$ cat src/rtl/exwb_pkg.sv
// rtl/exwb_pkg.sv - state encoding and default widths for the EX/WB skid register
package exwb_pkg;

  localparam int EXWB_DATA_W = 8;
  localparam int EXWB_RD_W   = 3;

  typedef enum logic [1:0] {
    ST_EMPTY = 2'd0,
    ST_ONE   = 2'd1,
    ST_FULL  = 2'd2
  } exwb_state_e;

endpackage

$ cat src/rtl/exwb_slot.sv
// rtl/exwb_slot.sv - load-enabled {reg_write, data, rd} holding register, async active-low clear
module exwb_slot
  import exwb_pkg::*;
#(
  parameter int DATA_W = EXWB_DATA_W,
  parameter int RD_W   = EXWB_RD_W
) (
  input  logic              clk,
  input  logic              reset,
  input  logic              load,
  input  logic              reg_write,
  input  logic [DATA_W-1:0] data,
  input  logic [RD_W-1:0]   rd,
  output logic              reg_write_q,
  output logic [DATA_W-1:0] data_q,
  output logic [RD_W-1:0]   rd_q
);

  always_ff @(posedge clk or negedge reset) begin
    if (!reset) begin
      reg_write_q <= 1'b0;
      data_q      <= '0;
      rd_q        <= '0;
    end else if (load) begin
      reg_write_q <= reg_write;
      data_q      <= data;
      rd_q        <= rd;
    end
  end

endmodule

$ cat src/rtl/exwb_skid_reg.sv
// rtl/exwb_skid_reg.sv - EX->WB elastic pipeline register with 2-entry skid; EXWB_FWD_EN adds forwarding compare
module exwb_skid_reg
  import exwb_pkg::*;
#(
  parameter int DATA_W      = EXWB_DATA_W,
  parameter int RD_W        = EXWB_RD_W,
  parameter int ZERO_REG_HW = 1
) (
  input  logic              clk,
  input  logic              reset,
  input  logic              flush,
  input  logic              in_valid,
  output logic              in_ready,
  input  logic              reg_write_idex,
  input  logic [DATA_W-1:0] ex_result,
  input  logic [RD_W-1:0]   rd_idex,
  output logic              out_valid,
  input  logic              out_ready,
  output logic              reg_write_exwb,
  output logic [DATA_W-1:0] ex_result_exwb,
  output logic [RD_W-1:0]   rd_exwb
`ifdef EXWB_FWD_EN
  ,
  input  logic [RD_W-1:0]   rs1_id,
  input  logic [RD_W-1:0]   rs2_id,
  output logic              fwd_rs1,
  output logic              fwd_rs2
`endif
);

  exwb_state_e       state_q, state_d;
  logic              in_ready_q;
  logic              accept, consume;
  logic              main_ld, skid_ld, main_from_skid;
  logic              main_rw, skid_rw;
  logic [DATA_W-1:0] skid_data;
  logic [RD_W-1:0]   skid_rd;
  logic              main_rw_d;
  logic [DATA_W-1:0] main_data_d;
  logic [RD_W-1:0]   main_rd_d;

  assign in_ready  = in_ready_q;
  assign out_valid = (state_q != ST_EMPTY);
  assign accept    = in_valid & in_ready_q;
  assign consume   = out_valid & out_ready;

  always_ff @(posedge clk or negedge reset) begin
    if (!reset) begin
      state_q    <= ST_EMPTY;
      in_ready_q <= 1'b1;
    end else begin
      state_q    <= state_d;
      // Registered copy of "skid not occupied next cycle" keeps backpressure off any comb path
      in_ready_q <= (state_d != ST_FULL);
    end
  end

  always_comb begin
    state_d        = state_q;
    main_ld        = 1'b0;
    skid_ld        = 1'b0;
    main_from_skid = 1'b0;
    if (flush) begin
      state_d = ST_EMPTY;
    end else begin
      case (state_q)
        ST_EMPTY: begin
          if (accept) begin
            main_ld = 1'b1;
            state_d = ST_ONE;
          end
        end
        ST_ONE: begin
          if (accept && consume) begin
            main_ld = 1'b1;
          end else if (accept) begin
            skid_ld = 1'b1;
            state_d = ST_FULL;
          end else if (consume) begin
            state_d = ST_EMPTY;
          end
        end
        ST_FULL: begin
          if (consume) begin
            main_ld        = 1'b1;
            main_from_skid = 1'b1;
            state_d        = ST_ONE;
          end
        end
        default: state_d = ST_EMPTY;
      endcase
    end
  end

  assign main_rw_d   = main_from_skid ? skid_rw   : reg_write_idex;
  assign main_data_d = main_from_skid ? skid_data : ex_result;
  assign main_rd_d   = main_from_skid ? skid_rd   : rd_idex;

  exwb_slot #(.DATA_W(DATA_W), .RD_W(RD_W)) u_main (
    .clk         (clk),
    .reset       (reset),
    .load        (main_ld),
    .reg_write   (main_rw_d),
    .data        (main_data_d),
    .rd          (main_rd_d),
    .reg_write_q (main_rw),
    .data_q      (ex_result_exwb),
    .rd_q        (rd_exwb)
  );

  exwb_slot #(.DATA_W(DATA_W), .RD_W(RD_W)) u_skid (
    .clk         (clk),
    .reset       (reset),
    .load        (skid_ld),
    .reg_write   (reg_write_idex),
    .data        (ex_result),
    .rd          (rd_idex),
    .reg_write_q (skid_rw),
    .data_q      (skid_data),
    .rd_q        (skid_rd)
  );

  // out_valid gating guarantees stale slot contents never reach the register file
  assign reg_write_exwb = out_valid & main_rw & ~((ZERO_REG_HW != 0) && (rd_exwb == '0));

`ifdef EXWB_FWD_EN
  assign fwd_rs1 = reg_write_exwb & (rd_exwb == rs1_id);
  assign fwd_rs2 = reg_write_exwb & (rd_exwb == rs2_id);
`endif

endmodule

$ cat config.mk
export PLATFORM = sky130hd
export DESIGN_NAME = exwb_skid_reg
export DESIGN_NICKNAME = d
export VERILOG_FILES = /design/src/rtl/exwb_pkg.sv /design/src/rtl/exwb_slot.sv /design/src/rtl/exwb_skid_reg.sv
export SDC_FILE = /design/constraint.sdc
export NUM_CORES = 1
export LEC_CHECK = 0
export CORE_AREA = 2 2 54 56
export DETAILED_ROUTE_END_ITERATION = 7
export DIE_AREA = 0 0 56 58
export GPL_TIMING_DRIVEN = 0
export PLACE_DENSITY_LB_ADDON = 0.2
export SLEW_MARGIN = 20
export SYNTH_ARGS = -nofsm -noshare
export SYNTH_HDL_FRONTEND = slang
export SYNTH_SLANG_ARGS = --single-unit
$ cat constraint.sdc
create_clock -name clk -period 1.9 [get_ports clk]
set_input_delay 0.19 -clock clk [delete_from_list [all_inputs] [get_ports clk]]
set_output_delay 0.19 -clock clk [all_outputs]
set_load 0.005 [all_outputs]
==> metrics.txt <==
run status completed; PD cells approximately 840 mW/mm²; syn avg cell area between 10 and 15 µm²; most common flop cell mapped by yosys dfrtp_1; Syn-to-layout area delta 31.58%; Total Nets Final 153; Worst Hold Class in2async; Yosys top cell area share a little over half; Min Clock Period, post-route roughly 1700 ps; Worst R2R Start state_q[0]$_DFF_PN0_; Final Wtd Congestion around 0.74; antenna violations before repair 0; synth top area cells dfrtp_1 53%, mux2i_1 9.7%, mux2_2 9.1%; master cell of the clock root buffer clkbuf_4; GRT Resource Usage Total around 17%; critical-path cell list or2_2, clkdlybuf4s50_1; Crit Path Class reg2out; Worst R2R Setup Slack between 200 and 300 ps; Distinct cells, synth 26; Post-synth EDFFs 0; die height slightly below 60 µm; Final Setup Violations 0; post-synthesis xor/xnor area fraction 0%; largest family of logic cells by synthesized area multiplexers; ys async rst share 100.0%; Worst R2R End u_main.data_q[6]$_DFFE_PN0P_; largest net degree at the start of global routing 28; clock transition at the registers of the reported paths around 140 ps; Placement Cell Area between 0.0015 and 0.002 mm²; Synth Area in Simple Gates 12.45%; slew margin rel. between 50% and 60%; first-pass GRT wire length around 4.2 mm; Crit path buffers/inverters 1; CP Data Required Time between 1500 and 2000 ps; Final Core Density between 60% and 70%; max-cap violation count 0; design area ~0.0016 mm²; drt first pass iters 4; crit-path max FO 2; Core ar. ~0.0027 mm²; Routed WL per cell approximately 15 µm; Netlist Area Pre-Place 0.001236 mm²; Max clock buf depth 2; RSZ-0062 raised after global routing false; post-route antenna net violation count 0; Yosys warnings 0; fmax 587.9 MHz; #FFs+latches synth 27; die width 56 µm; Worst path top cell family by delay buffers and inverters; CTS HTree Levels 1; ANT cells 0; synth cell count leaders 26 x dfrtp_1, 13 x nor2_1, 12 x a21oi_1, 12 x mux2i_1, 10 x mux2_2; Worst setup EP type primary output; Critical Path AT 1510 ps; FP Rows 19; DRT Wirelength about 2.5 mm; VDD IR-drop max 635.1 µV; Placed Cells 159; most numerous cell in the Yosys netlist dfrtp_1; Worst path slowest cell clkdlybuf4s50_1; Final Non-Filler Cells between 150 and 200; mux contribution to synthesized area between 20% and 30%; setup_tns 0 ps; slew of the pin with the lowest slew margin 608.1 ps; via count around 890; die area between 0.003 and 0.004 mm²; Reg2Reg Depth 5; TritonCTS buffer count 3; latest clock arrival within the worst-skew pair 320 ps; Cells after Synth a little under 100; starting density of the core between 40% and 50%; Setup Skew approximately 1.9 ps; Fin. Hold Viols 0; Worst setup SP type flop; Sink Count 27; port bufs 30; vias in the first global route slightly above 900; fill count 240; total power after layout around 1400 µW; largest area contributor in the netlist dfrtp_1; via-per-instance ratio about 5.3; Synth Area in Compound Gates 7.895%; Worst path max stage delay around 450 ps; Final Cycle Share between 80 and 90%; DRC Markers 0; clock tree from TritonCTS built; sequential share of the synthesized area a little over half; Final HPWL DP approximately 1.8 mm; syn nets approximately 120; Ports 31; Leak just under 0.0007 µW; 1st-iter DRT viols 5; post-synthesis adder-cell area fraction 0%; share of layout cells above drive strength 1 21.48%; grt total ovfl 0; final slew viol count 0
## report_power, final
part / internal [µW] / leakage, µW / switching, µW / total [µW]
combinational: 223 / 0.000346 / 123 / 346
sequential: 707 / 0.000315 / 71.0 / 778
clock: 79.0 / 0.0000177 / 166 / 245
total: 1010 / 0.000679 / 360 / 1370
## worst reg2reg max path, delay by kind of cell (launching register included)
kind                   cells  cell delay, ps
flip-flops                 1             420
AND/OR/NAND/NOR            1             200
buffers and inverters      2             470
AO/OA/AOI/OAI              2             440
## timing repair
item,in CTS,in global routing
pin swaps,0,0
hold buffers,1,0
endpoints found under the hold margin,26,0
buffers inserted,2,0
gates resized for setup,1,1
setup endpoints to repair,1,1
## placed cells by master, fill, tap and decap left out, types with 2 or more instances in the layout
cell	netlist	final
nand3b_1	2	2
nand2_1	2	2
buf_4	1	3
mux2_2	10	10
clkbuf_4	0	3
dfrtp_1	26	25
clkdlybuf4s50_1	0	28
mux2i_1	12	12
nor2_1	13	13
buf_2	2	3
a21oi_1	12	12
mux2_1	2	2
## final cells by class
type | count | area (µm²) | share of cell area [%]
clock inverter | 1 | 5.005 | 0.3077
clock buffer | 3 | 22.52 | 1.385
buffer | 5 | 48.80 | 3.000
tap | 31 | 38.79 | 2.385
inverter | 1 | 3.754 | 0.2308
sequential | 27 | 678.2 | 41.69
multi-input combinational | 65 | 506.7 | 31.15
timing repair buffer | 33 | 322.8 | 19.85
## per-layer routing
metal  up-vias  global-route usage, %  share of wire [%]
met4         0                  8.163                2.2
met3         4                  2.009                3.1
met2        19                  29.58                 50
met5         -                      0                  0
li1        423                      -                  -
met1       440                  20.64                 45
## per-stage QoR
| stage | hold WS, ps | setup WS [ps] |
|---|---|---|
| 6_report | 387.2 | 199.2 |
| 5_1_grt | 424.3 | 130.4 |
| 4_1_cts | 393.9 | 31.05 |
| 3_5_place_dp | 233.1 | 103.0 |
| 3_3_place_gp | 473.1 | 125.0 |
| 2_1_floorplan | -105.6 | 428.5 |
## how the worst max path moves through the flow
stage                    startpoint                              to  depth (start not counted)
4_1_cts        state_q[0]$_DFF_PN0_                  reg_write_exwb                          3
2_1_floorplan    in_ready$_DFF_PN1_    u_skid.data_q[4]$_DFFE_PN0P_                          4
5_1_grt        state_q[0]$_DFF_PN0_      u_main.rd_q[2]$_DFFE_PN0P_                          6
3_3_place_gp              out_ready  u_main.reg_write_q$_DFFE_PN0P_                          5
6_report       state_q[0]$_DFF_PN0_                       out_valid                          2
3_5_place_dp              out_ready    u_skid.data_q[4]$_DFFE_PN0P_                          5
## cells by family after synthesis
kind of cell	after synthesis
DFF	27
and+or+nand+nor	25
muxes	24
AOI/OAI and AO/OA	16
buffers and inverters	6
## registers in the layout, indices dropped and copies added, names as in the netlist
| signal | count |
|---|---|
| u_main.data_q | 8 |
| u_skid.data_q | 8 |
| u_main.rd_q | 3 |
| u_skid.rd_q | 3 |
| state_q | 2 |
| in_ready | 1 |
| u_main.reg_write_q | 1 |
| u_skid.reg_write_q | 1 |
Note: power is estimated with default switching activity, not from simulation.
